==> src/rtl/serial_pkg.sv <==
// Shared definitions for the serializer and the downstream detector.
// One source of truth for state encoding and the detect pattern.
package serial_pkg;

  typedef enum logic [1:0] {
    IDLE  = 2'd0,
    SHIFT = 2'd1,
    GAP   = 2'd2
  } state_e;

  localparam int unsigned DEFAULT_WIDTH = 8;

  localparam logic [3:0] DETECT_PATTERN = 4'b1011;

endpackage

==> src/rtl/bit_serializer.sv <==
// Parallel-to-serial stage: one WIDTH-bit word in over valid/ready,
// one bit per clock out with bit-valid, last-bit and busy flags.
module bit_serializer
  import serial_pkg::*;
#(
  parameter int unsigned WIDTH      = DEFAULT_WIDTH,
  parameter bit          MSB_FIRST  = 1'b1,
  parameter int unsigned GAP_CYCLES = 0
) (
  input  logic             clk,
  input  logic             reset_i,
  input  logic [WIDTH-1:0] data_i,
  input  logic             valid_i,
  output logic             ready_o,
  output logic             bit_o,
  output logic             bit_valid_o,
  output logic             last_o,
  output logic             busy_o
);

  localparam int unsigned CW = $clog2(WIDTH);
  localparam logic [CW-1:0] CNT_LAST = CW'(WIDTH - 1);
  localparam bit HAS_GAP = (GAP_CYCLES != 0);
  localparam logic [7:0] GAP_LAST =
    HAS_GAP ? 8'(GAP_CYCLES - 1) : 8'd0;

  state_e           state_q, state_d;
  logic [WIDTH-1:0] shift_q, shift_d;
  logic [CW-1:0]    cnt_q, cnt_d;
  logic [7:0]       gap_q, gap_d;

  logic in_shift;
  logic is_last;
  logic head_bit;
  logic accept;

  assign in_shift = (state_q == SHIFT);
  assign is_last  = in_shift && (cnt_q == CNT_LAST);
  assign head_bit = MSB_FIRST ? shift_q[WIDTH-1] : shift_q[0];

  // Opening on the last bit lets the next word follow with no bubble.
  assign ready_o = !reset_i &&
                   ((state_q == IDLE) || (is_last && !HAS_GAP));
  assign accept  = valid_i && ready_o;

  assign bit_valid_o = in_shift;
  assign bit_o       = in_shift && head_bit;
  assign last_o      = is_last;
  assign busy_o      = (state_q != IDLE);

  always_comb begin
    state_d = state_q;
    shift_d = shift_q;
    cnt_d   = cnt_q;
    gap_d   = gap_q;
    unique case (state_q)
      IDLE: begin
        if (accept) begin
          shift_d = data_i;
          cnt_d   = '0;
          state_d = SHIFT;
        end
      end
      SHIFT: begin
        if (is_last) begin
          cnt_d = '0;
          if (HAS_GAP) begin
            shift_d = '0;
            gap_d   = '0;
            state_d = GAP;
          end else if (accept) begin
            shift_d = data_i;
          end else begin
            shift_d = '0;
            state_d = IDLE;
          end
        end else begin
          cnt_d   = cnt_q + 1'b1;
          shift_d = MSB_FIRST ? (shift_q << 1) : (shift_q >> 1);
        end
      end
      GAP: begin
        if (gap_q == GAP_LAST) begin
          gap_d   = '0;
          state_d = IDLE;
        end else begin
          gap_d = gap_q + 8'd1;
        end
      end
      default: begin
        state_d = IDLE;
        shift_d = '0;
        cnt_d   = '0;
        gap_d   = '0;
      end
    endcase
  end

  always_ff @(posedge clk) begin
    if (reset_i) begin
      state_q <= IDLE;
      shift_q <= '0;
      cnt_q   <= '0;
      gap_q   <= '0;
    end else begin
      state_q <= state_d;
      shift_q <= shift_d;
      cnt_q   <= cnt_d;
      gap_q   <= gap_d;
    end
  end

endmodule

==> config.mk <==
export PLATFORM = sky130hd
export DESIGN_NAME = bit_serializer
export DESIGN_NICKNAME = d
export VERILOG_FILES = /design/src/rtl/serial_pkg.sv /design/src/rtl/bit_serializer.sv
export SDC_FILE = /design/constraint.sdc
export NUM_CORES = 1
export LEC_CHECK = 0
export ABC_AREA = 1
export CORE_MARGIN = 2
export CORE_UTILIZATION = 40
export DETAILED_ROUTE_END_ITERATION = 8
export GPL_ROUTABILITY_DRIVEN = 0
export PLACE_DENSITY = 0.67
export SLEW_MARGIN = 20
export SYNTH_ARGS = -nofsm -noshare
export SYNTH_HDL_FRONTEND = slang
export SYNTH_SLANG_ARGS = --single-unit
export TNS_END_PERCENT = 1
==> constraint.sdc <==
create_clock -name clk -period 5.1 [get_ports clk]
set_clock_uncertainty 0.15 [all_clocks]
set_input_delay 1.02 -clock clk [delete_from_list [all_inputs] [get_ports clk]]
set_output_delay 1.02 -clock clk [all_outputs]
set_load 0.05 [all_outputs]
==> summary.md <==
| Metric | Value |
|---|---|
| Outcome | finished clean |
| Power share of the clock group | between 20% and 30% |
| Register area | 240 um2 |
| Fin crit period | 3590 ps |
| # setup viols final | 0 |
| Post-synth top cells | nand2_1, inv_1, dfxtp_1, o21ai_0, a21oi_2 |
| Multi-input gate area | 312 um2 |
| Final period util | 70.3% |
| Most frequent cell after synthesis | nand2_1 |
| Total gr overflow | 0 |
| DIE HEIGHT | between 40 and 50 um |
| Worst ir drop on vdd | between 0.15 and 0.2 mV |
| Hold_sp | cnt_q[2] |
| Fmax | 0.279 GHz |
| Final Max Tran Viols | 0 |
| N_diodes | 0 |
| Post-Syn Instances | 88 |
| Initial antenna violation count | 0 |
| Num CTS Buffers | 3 |
| Reg2reg start | cnt_q[0] |
| PnR Total Power | 278 uW |
| Vias | 582 |
| Post-route ant nets | 0 |
| Register area share after synthesis | 38.4% |
| Design Area, Final | around 800 um2 |
| Clock slew at reported path FFs | 70 ps |
| Hold Crit Class | flip-flop to flip-flop |
| Crit Path Category | input port to output port |
| Hold Path End | cnt_q[2] |
| Via density | 4.93 |
| Remaining DRCs | 0 |
| Drt total wl | 1.17 mm |
| Sequential power share | 43.0% |
| H-tree levels | 1 |
| # Post-CTS Setup Buffers | 0 |
| Drt first pass iters | 4 |
| Mapped Nets | 102 |
| Largest net degree at the start of global routing | 21 |
| DIE AREA | approximately 1900 um2 |
| Switching share of power | 37.6% |
| Cell Area, Synth | 626 um2 |
| Row Count | 14 |
| Cts repair resizes | 0 |
| Area post-placement | 776 um2 |
| Post-Synthesis Mean Instance Area | 7.11 um2 |
| Reg2Reg Capture Point | cnt_q[0] |
| NetSw | 104 uW |
| First-pass GRT wire length | 1.99 mm |
| Core area | approximately 1500 um2 |
| Top cell type's share of synthesized area | a little under 40% |
| Int Pwr | between 150 and 200 uW |
| Yosys reg bits | 12 |
| Worst EP arrival | 2420 ps |
| Nets | 118 |
| Logic pwr share | 36.3% |
| CP Capture Type | output port |
| CTS max path bufs | 2 |
| Worst Path Required | 3930 ps |
| Top cells by area, synth | dfxtp_1, nand2_1, a21oi_2 |
| Synth area leader | dfxtp_1 |
| Hold Crit Depth | 2 |
| Vias in the first global route | 514 |
| I/O Buffers | 15 |
| R2r setup slk | 3000 ps |
| Proportion of layout cells with a drive suffix above 1 | a little over an eighth |
| Clk sinks | 12 |
| Static leakage | 0.000382 uW |
| DIE WIDTH | 43.5 um |
| Fill cell count | ~160 |
| Worst-Margin Slew | slightly above 500 ps |
| Crit-path max FO | 4 |
| Avg WL per Cell | 9.94 um |
| Worst slew margin | between 60% and 70% |
| Max Cap Violations | 0 |
| Synth cell types | 15 |
| Clock latency on the worst-skew pair | 270 ps |
| Main flop type after synthesis | dfxtp_1 |
| Hpwl dp | around 820 um |
| RSZ-0062 raised after global routing | no |
| Post-cts hold buffer count | 0 |
| FF-to-FF path depth | 10 |
| Starting DRT DRC Count | 16 |
| Clock root buffer | clkbuf_4 |
| Fraction of registers with async set/reset | 0% |
| Syn. warnings | 0 |
| CTS tree | done |
| Number of synthesized flops with an enable pin | 0 |
| P&R area growth vs syn | 27.6% |
| Crit path launch type | input port |
| IO Pins | 16 |
| Setup TNS | 0 ps |
| Tot GR Track Use | 13.8% |
| Hold Vio Cnt, Final | 0 |
| PD cells | 348 nW/um2 |
| Starting Density | 42.0% |
-- area by class of cell --
class	count	area share (%)
Inverter	14	6.74
Clock buffer	3	2.82
Sequential cell	12	30.1
Multi-Input combinational cell	58	39.0
Tap cell	16	2.51
Timing Repair Buffer	15	18.8
-- worst max path at each step --
stage,from,endpoint,slack (ps),cells after the start
after CTS,reset_i,ready_o,1510,3
after floorplan,reset_i,ready_o,2260,1
final,reset_i,ready_o,1510,3
after global placement,reset_i,ready_o,1520,3
after global routing,reset_i,ready_o,1480,3
after detailed placement,reset_i,ready_o,1520,3
-- worst max-delay path: stages --
cell,delay [ps]
clkdlybuf4s50_1,470
nor2_1,130
clkdlybuf4s50_1,800
-- power by group through the flow --
| stage | clock network (uW) | registers [uW] | logic (uW) |
|---|---|---|---|
| global placement | 0 | 121 | 99.3 |
| global route | 61.1 | 122 | 113 |
| floorplan | 0 | 125 | 72.2 |
| detailed placement | 0 | 122 | 101 |
| finish | 57.4 | 119 | 101 |
| CTS | 58.4 | 120 | 102 |
-- metal layers --
layer  vias to the layer above  share of wire [%]  global-route usage (%)
met5                         -                  0                       0
met4                         0                1.0                    8.48
met3                         2                5.4                    2.50
met2                        16                 45                    22.4
met1                       260                 48                    16.8
li1                        304                  -                       -
-- cells in the final DEF, fill, tap and decap left out --
master            n
nand2_1          25
clkdlybuf4s50_1  15
inv_1            13
o21ai_0          12
dfxtp_1          12
a21oi_2           7
a21oi_1           4
nor2_1            3
ha_1              3
clkbuf_4          3
nand2_2           2
clkinv_2          1
nand3_2           1
nand3_1           1
-- metrics by stage --
stage               cells  util (%)  hold slack (ps)  setup slack [ps]
floorplan              88         -              292              2260
global placement      115      52.1              315              1520
detailed placement    115      52.1              325              1520
CTS                   118      53.6              335              1510
global route          118      53.6              358              1480
finish                118      53.6              328              1510
-- flip-flops by register name (all words and copies together), names as in the netlist --
register	count
shift_q	8
state_q	1
cnt_q	3
-- cell families (layout without fill, tap and decap cells) --
kind of cell	after synthesis	count (layout)	synth area share, %
simple gates	32	32	21.2
flops	12	12	38.4
buf+inv	18	32	11.8
compound gates	23	23	22.6
fa+ha+maj	3	3	6.00
No activity file was read; power rests on OpenSTA's default activity.
